$ cat src/rtl/sdm_pkg.sv
// Shared types and constants for the sigma-delta sample sequencer.
package sdm_pkg;

   localparam int MOD_VALUE_W = 32;

   typedef enum logic [1:0] {
      SEQ_IDLE,
      SEQ_PRIME,
      SEQ_RUN
   } seq_state_t;

endpackage

$ cat src/rtl/sdm_sync_fifo.sv
// Single-clock show-ahead FIFO buffering stream samples for the sequencer.
// Pointers carry one extra MSB so that full and empty can be told apart.
module sdm_sync_fifo #(
   parameter int DATA_W = 8,
   parameter int DEPTH  = 16
) (
   input  logic                   clk_i,
   input  logic                   rst_ni,
   input  logic                   push_i,
   input  logic                   pop_i,
   input  logic                   flush_i,
   input  logic [DATA_W-1:0]      wdata_i,
   output logic [DATA_W-1:0]      rdata_o,
   output logic                   full_o,
   output logic                   empty_o,
   output logic [$clog2(DEPTH):0] level_o
);

   localparam int AW = $clog2(DEPTH);

   logic [DATA_W-1:0] mem_q [DEPTH];
   logic [AW:0]       wrPtr_q;
   logic [AW:0]       rdPtr_q;
   logic              doPush;
   logic              doPop;

   // Status flags, head-of-queue data, and the qualified push/pop strobes.
   // A push into a full FIFO is allowed when a pop frees the slot in the same cycle.
   always_comb begin
      empty_o = (wrPtr_q == rdPtr_q);
      full_o  = (wrPtr_q[AW] != rdPtr_q[AW]) && (wrPtr_q[AW-1:0] == rdPtr_q[AW-1:0]);
      level_o = wrPtr_q - rdPtr_q;
      rdata_o = mem_q[rdPtr_q[AW-1:0]];
      doPop   = pop_i && !empty_o;
      doPush  = push_i && (!full_o || doPop);
   end

   // Sample storage; no reset needed since occupancy is tracked by the pointers.
   always_ff @(posedge clk_i) begin
      if (doPush && !flush_i) begin
         mem_q[wrPtr_q[AW-1:0]] <= wdata_i;
      end
   end

   // Pointer update; flush discards everything including a same-cycle push.
   always_ff @(posedge clk_i or negedge rst_ni) begin
      if (!rst_ni) begin
         wrPtr_q <= '0;
         rdPtr_q <= '0;
      end else if (flush_i) begin
         wrPtr_q <= '0;
         rdPtr_q <= '0;
      end else begin
         if (doPush) begin
            wrPtr_q <= wrPtr_q + 1'b1;
         end
         if (doPop) begin
            rdPtr_q <= rdPtr_q + 1'b1;
         end
      end
   end

endmodule

$ cat src/rtl/sdm_sample_sequencer.sv
// Buffers AXI-Stream samples and issues one per programmed period to the
// sigma-delta modulator, flagging underruns when the buffer runs dry.
module sdm_sample_sequencer
   import sdm_pkg::*;
#(
   parameter int DATA_W = 8,
   parameter int DEPTH  = 16,
   parameter int DIV_W  = 16
) (
   input  logic                   aclk,
   input  logic                   aresetn,
   input  logic                   enable,
   input  logic [DIV_W-1:0]       div,
   input  logic [DATA_W-1:0]      s_tdata,
   input  logic                   s_tvalid,
   output logic                   s_tready,
   output logic                   mod_enable,
   output logic [MOD_VALUE_W-1:0] mod_value,
   output logic [$clog2(DEPTH):0] level,
   output logic                   underrun
);

   localparam int LW = $clog2(DEPTH) + 1;
   localparam logic [LW-1:0] PRIME_LEVEL = LW'(DEPTH / 2);

   seq_state_t             state_q;
   logic [DIV_W-1:0]       tickCnt_q;
   logic [DIV_W-1:0]       tickCnt_d;
   logic [DIV_W-1:0]       divLatched_q;
   logic [MOD_VALUE_W-1:0] modValue_q;
   logic                   modEnable_q;
   logic                   underrun_q;

   logic                   fifoPush;
   logic                   fifoPop;
   logic                   fifoFlush;
   logic                   fifoFull;
   logic                   fifoEmpty;
   logic [DATA_W-1:0]      fifoData;
   logic [LW-1:0]          fifoLevel;
   logic                   primeDone;
   logic                   tickNow;

   // Pop requests come from the prime-to-run handover and from each period tick.
   // Ready also opens when a full FIFO is popped, so push and pop can overlap at full.
   // Ready is gated by enable so a beat offered during the disabling cycle is not taken.
   always_comb begin
      primeDone = (state_q == SEQ_PRIME) && enable && (fifoLevel >= PRIME_LEVEL);
      tickNow   = (state_q == SEQ_RUN) && enable && (tickCnt_q == divLatched_q);
      tickCnt_d = tickNow ? '0 : tickCnt_q + 1'b1;
      fifoPop   = (primeDone || tickNow) && !fifoEmpty;
      fifoFlush = (state_q == SEQ_IDLE) || !enable;
      s_tready  = (state_q != SEQ_IDLE) && enable && (!fifoFull || fifoPop);
      fifoPush  = s_tvalid && s_tready;
   end

   sdm_sync_fifo #(
      .DATA_W (DATA_W),
      .DEPTH  (DEPTH)
   ) uFifo (
      .clk_i   (aclk),
      .rst_ni  (aresetn),
      .push_i  (fifoPush),
      .pop_i   (fifoPop),
      .flush_i (fifoFlush),
      .wdata_i (s_tdata),
      .rdata_o (fifoData),
      .full_o  (fifoFull),
      .empty_o (fifoEmpty),
      .level_o (fifoLevel)
   );

   // Sequencer FSM with tick counter and registered modulator outputs.
   always_ff @(posedge aclk or negedge aresetn) begin
      if (!aresetn) begin
         state_q      <= SEQ_IDLE;
         tickCnt_q    <= '0;
         divLatched_q <= '0;
         modValue_q   <= '0;
         modEnable_q  <= 1'b0;
         underrun_q   <= 1'b0;
      end else if (!enable) begin
         state_q      <= SEQ_IDLE;
         tickCnt_q    <= '0;
         divLatched_q <= '0;
         modValue_q   <= '0;
         modEnable_q  <= 1'b0;
         underrun_q   <= 1'b0;
      end else begin
         case (state_q)
            SEQ_IDLE: begin
               state_q <= SEQ_PRIME;
            end
            SEQ_PRIME: begin
               if (primeDone) begin
                  state_q      <= SEQ_RUN;
                  tickCnt_q    <= '0;
                  divLatched_q <= div;
                  modValue_q   <= MOD_VALUE_W'(fifoData);
                  modEnable_q  <= 1'b1;
               end
            end
            SEQ_RUN: begin
               tickCnt_q <= tickCnt_d;
               if (tickNow) begin
                  divLatched_q <= div;
                  if (fifoEmpty) begin
                     underrun_q <= 1'b1;
                  end else begin
                     modValue_q  <= MOD_VALUE_W'(fifoData);
                     modEnable_q <= 1'b1;
                  end
               end
            end
            default: begin
               state_q <= SEQ_IDLE;
            end
         endcase
      end
   end

   assign mod_enable = modEnable_q;
   assign mod_value  = modValue_q;
   assign underrun   = underrun_q;
   assign level      = fifoLevel;

endmodule

$ cat config.mk
export PLATFORM = sky130hd
export DESIGN_NAME = sdm_sample_sequencer
export DESIGN_NICKNAME = d
export VERILOG_FILES = /design/src/rtl/sdm_pkg.sv /design/src/rtl/sdm_sync_fifo.sv /design/src/rtl/sdm_sample_sequencer.sv
export SDC_FILE = /design/constraint.sdc
export NUM_CORES = 1
export LEC_CHECK = 0
export BUFFER_PORTS_ARGS = -buffer_cell sky130_fd_sc_hd__buf_2
export CAP_MARGIN = 10
export CORE_UTILIZATION = 55
export CTS_CLUSTER_DIAMETER = 100
export DETAILED_ROUTE_END_ITERATION = 16
export PLACE_DENSITY = 0.73
export RECOVER_POWER = 50
export SYNTH_ARGS = -nofsm -noshare
export SYNTH_HDL_FRONTEND = slang
export SYNTH_HIERARCHICAL = 1
export SYNTH_SLANG_ARGS = --single-unit
$ cat constraint.sdc
create_clock -name aclk -period 8.5 [get_ports aclk]
set_input_delay 1.275 -clock aclk [delete_from_list [all_inputs] [get_ports aclk]]
set_output_delay 1.275 -clock aclk [all_outputs]
set_load 0.1 [all_outputs]
==> flow_summary.toml <==
[clock_tree]
clk_latency_ns = 0.44
cts-htree-levels = 4
cts.clk_slew.worst_paths_ns = 0.07
cts_tree = "built"
cts_made_buffers = 17
tritoncts_num_sinks = 182
clock-root-buffer = "sky130_fd_sc_hd__clkbuf_16"
post-cts-setup-buffers = 0
post_cts_hold_buffer_count = 0
clk_path_buf_depth = 2
cts-resized-gates = 0

[synthesis]
yosysSeqAreaShare = 0.6351
synth_flop_cell = "sky130_fd_sc_hd__edfxtp_1"
synth_top_area_share = 0.4699
synth.avg_cell_area_um2 = 14.93
cell_type_with_the_largest_total_area_after_synthesis = "sky130_fd_sc_hd__edfxtp_1"
synthCells = 548
syn-cell-area_um2 = 8180
async_flop_share = 0.2967
postSynthRegisterBits = 182
synth.lib_cells_used.distinct = 59
synth_edf_count = 128
synth.yosys.warnings = 6
post_synth_main_area_contributors = "sky130_fd_sc_hd__edfxtp_1 47%, sky130_fd_sc_hd__dfrtp_1 17%, sky130_fd_sc_hd__mux4_2 6.6%"

[worst_setup_path]
cp_cell_sequence = "inv_1 -> ha_1 -> a21o_1 -> a21oi_1 -> xnor2_1 -> o21ai_0 -> or3b_2 -> o21a_1 -> o32ai_1 -> buf_2"
cp_top_family = "flip-flops"
cp_max_fo = 28
cpPeakStageDelay_ns = 1.01
r2r-start = "uFifo/rdPtr_q[2]"
worstSetupStartpoint = "uFifo/rdPtr_q[2]"
criticalPathCategory = "reg2out"
bufs_and_invs_on_worst_path = 2
timing.critical_path.required_ns = 7.22
ff2ff_setup_slack_ns = 3.42
critPathCaptureType = "primary output"
r2r.worst_path.cells = 13
kind_of_launch_point_of_the_worst_setup_path = "flop"
crit_arrival_ns = 4.09
cpMaxStageDelayCell = "sky130_fd_sc_hd__dfrtp_1"
regToRegEndpoint = "uFifo/mem_q[5][3]"

[timing]
setup-tns-final_ns = 0
relSlewSlack = -0.8832
hold-worst-slack_ns = 0.4868
final.setup_skew_ns = 0.01287
timing.final.setup_violations = 0
timing_worst_slew_pin_value_ns = 2.825
fin_crit_ns = 5.362
maxSlewViolCount = 55
share_of_the_clock_period_used_by_the_worst_path_after_layout = 0.6308
rsz0062_at_grt = "no"
fmax_mhz = 186.5
finalHoldViolCount = 0

[floorplanning]
area_enclosed_by_the_die_boundary_um2 = 15360
core_um2 = 14530
die-height_um = 124.0
start_util = 0.5628
design.portCount = 68
die_w_um = 124.0
fp-row-count = 44

[drt]
routed-via-count = 4935
detail_route.drc_violations = 0
met1_length_mm = 7.321
route.top_layer_used = "met4"
vias_per_cell = 6.263
wl_per_cell_um = 22.06
drt_pre_antenna_iters = 7
routed_wirelength_mm = 17.38
routed_met2_length_mm = 8.275
drt_first_iter_violations = 607
routed-wl-met3_mm = 1.479
drtAntennaViolNets = 0

[placement]
port-buffer-count = 43
dp.cells = 755
gp_congestion = 0.8588
dp.final_hpwl_mm = 11.56

[grt]
via_count_of_the_first_global_routing_pass = 4718
globalRoute.totalOverflow = 0
grtUsageTotal = 0.2463
wire_length_of_the_first_global_routing_pass_mm = 26.75
grt_max_degree = 55
initial_antenna_violation_count = 1

[run_status]
outcome = "finished, violations left"
violations = "capacitance limit, slew limit"

[worst_hold_path]
worst_hold_startpoint = "mod_enable"
worst_hold_path_type = "reg2reg"
holdPathStages = 1
min_delay_worst_endpoint = "mod_enable"

[final_layout]
num-nets-final = 629
num-fill-cells = 1053
post_layout_nonfiller_instances = 788
layout_cells_sized_above_1 = 0.1774
area_growth_syn_to_layout_pct = 10.19

[job]
reported_max_cap_violation_count = 1

[power]
peakVddDrop_mv = 0.1478
static-leakage-power_nw = 3.231
power_density_nw_per_um2 = 209.1
## registers in the layout (all words and copies together) (netlist names)
signal,flops
underrun,1
mod_enable,1
state_q,2
mod_value,8
uFifo/wrPtr_q,5
tickCnt_q,16
divLatched_q,16
uFifo/rdPtr_q,5
uFifo/mem_q,128
## placed cells by master (no fill, tap or decap), types with 5 or more instances in the layout
cell                        instances
sky130_fd_sc_hd__inv_6              5
sky130_fd_sc_hd__nor4_1             7
sky130_fd_sc_hd__o21ai_0           23
sky130_fd_sc_hd__a221oi_1           8
sky130_fd_sc_hd__nand4_1            5
sky130_fd_sc_hd__conb_1            24
sky130_fd_sc_hd__buf_2             27
sky130_fd_sc_hd__dfrtp_1           53
sky130_fd_sc_hd__nor3_1            14
sky130_fd_sc_hd__mux4_2            24
sky130_fd_sc_hd__o2bb2ai_1         16
sky130_fd_sc_hd__a21oi_1            8
sky130_fd_sc_hd__or3_1              5
sky130_fd_sc_hd__nand2_1           11
sky130_fd_sc_hd__xor2_1            27
sky130_fd_sc_hd__nand3_1           27
sky130_fd_sc_hd__nor2_1            23
sky130_fd_sc_hd__nand2b_1           7
sky130_fd_sc_hd__xnor2_1            9
sky130_fd_sc_hd__edfxtp_1         128
sky130_fd_sc_hd__mux2i_1           27
sky130_fd_sc_hd__clkbuf_1          17
sky130_fd_sc_hd__inv_1             12
sky130_fd_sc_hd__buf_4             10
sky130_fd_sc_hd__a32o_1             8
sky130_fd_sc_hd__clkbuf_16         17
sky130_fd_sc_hd__ha_1              10
## worst max-delay path by stage
stage                   endpoint  slack [ns]  depth (start not counted)
2_1_floorplan  uFifo/mem_q[0][0]        0.68                         15
3_3_place_gp            s_tready        3.76                         12
5_1_grt                 s_tready        2.83                         10
6_report                s_tready        3.14                         10
4_1_cts                 s_tready        3.20                         12
3_5_place_dp   uFifo/mem_q[5][3]        3.53                         15
## through the flow
step | power [mW] | utilization | setup slack, ns | cell area [µm²]
final | 1.884 | 0.6202 | 3.138 | 9014
after global routing | 1.947 | 0.6200 | 2.832 | 9011
after CTS | 1.896 | 0.6216 | 3.195 | 9035
after detailed placement | 1.117 | 0.5797 | 3.525 | 8426
after global placement | 1.115 | 0.5797 | 3.758 | 8426
after floorplan | 1.089 | - | 0.6754 | 8267
## synthesized netlist by cell type, types with 2 or more instances
cell	number
sky130_fd_sc_hd__inv_1	12
sky130_fd_sc_hd__o2bb2ai_1	16
sky130_fd_sc_hd__a32o_1	8
sky130_fd_sc_hd__buf_2	5
sky130_fd_sc_hd__o21a_1	2
sky130_fd_sc_hd__nor2b_1	2
sky130_fd_sc_hd__buf_4	28
sky130_fd_sc_hd__xnor2_1	9
sky130_fd_sc_hd__buf_1	3
sky130_fd_sc_hd__nand4_1	5
sky130_fd_sc_hd__nor4_2	3
sky130_fd_sc_hd__clkbuf_1	10
sky130_fd_sc_hd__nand3_1	27
sky130_fd_sc_hd__nor3_1	14
sky130_fd_sc_hd__xor2_1	27
sky130_fd_sc_hd__and3_1	2
sky130_fd_sc_hd__a221oi_1	8
sky130_fd_sc_hd__nor2_1	23
sky130_fd_sc_hd__nand2_1	11
sky130_fd_sc_hd__clkbuf_8	2
sky130_fd_sc_hd__buf_6	4
sky130_fd_sc_hd__or3_1	5
sky130_fd_sc_hd__a21o_1	3
sky130_fd_sc_hd__edfxtp_1	128
sky130_fd_sc_hd__nand4_2	2
sky130_fd_sc_hd__ha_1	10
sky130_fd_sc_hd__and2_1	4
sky130_fd_sc_hd__a21oi_1	8
sky130_fd_sc_hd__nor4_1	7
sky130_fd_sc_hd__nand2b_1	7
sky130_fd_sc_hd__mux2i_1	27
sky130_fd_sc_hd__mux4_2	24
sky130_fd_sc_hd__o21ai_0	23
sky130_fd_sc_hd__dfrtp_1	54
## worst register-to-register path, cell delays in order, from the launching register on
cell and delay (ns):
sky130_fd_sc_hd__dfrtp_1 1.01, sky130_fd_sc_hd__inv_1 0.19, sky130_fd_sc_hd__ha_1 0.40, sky130_fd_sc_hd__a21o_1 0.20
sky130_fd_sc_hd__a21oi_1 0.18, sky130_fd_sc_hd__xnor2_1 0.15, sky130_fd_sc_hd__o21ai_0 0.19, sky130_fd_sc_hd__or3b_2 0.54
sky130_fd_sc_hd__o21a_1 0.19, sky130_fd_sc_hd__o32ai_1 0.12, sky130_fd_sc_hd__and2_1 0.22, sky130_fd_sc_hd__o31ai_4 0.07
sky130_fd_sc_hd__buf_4 0.24, sky130_fd_sc_hd__nor3_1 1.00
## per-layer routing
layer  vias to the layer above  GRT usage
met2                       269     0.3712
li1                       2143          -
met1                      2499     0.3501
met5                         -          0
met3                        24    0.06044
met4                         0    0.08780
## power by group
| part | internal [mW] | switching, mW |
|---|---|---|
| logic | 0.0248 | 0.103 |
| clock network | 0.403 | 0.385 |
| registers | 0.961 | 0.00860 |
| total | 1.39 | 0.496 |
## logic make-up after synthesis
group	after synthesis	share of synthesized area
other	1	0.0004584
multiplexers	51	0.09911
adder cells (fa/ha/maj)	11	0.01774
buffers and inverters	66	0.05078
XOR/XNOR	37	0.04053
AO/OA/AOI/OAI	81	0.07434
AND/OR/NAND/NOR	119	0.08198
flip-flops	182	0.6351
## cell type report
| class | instances | area [µm²] | share of cell area |
|---|---|---|---|
| Antenna cell | 1 | 2.502 | 0.0002776 |
| Clock buffer | 17 | 425.4 | 0.04720 |
| Clock inverter | 15 | 183.9 | 0.02041 |
| Inverter | 12 | 45.04 | 0.004997 |
| Multi-Input combinational cell | 323 | 2656 | 0.2947 |
| Sequential cell | 182 | 5196 | 0.5765 |
| Tap cell | 184 | 230.2 | 0.02554 |
| Timing Repair Buffer | 54 | 274.0 | 0.03040 |
Power figures use the tool's default switching activity.
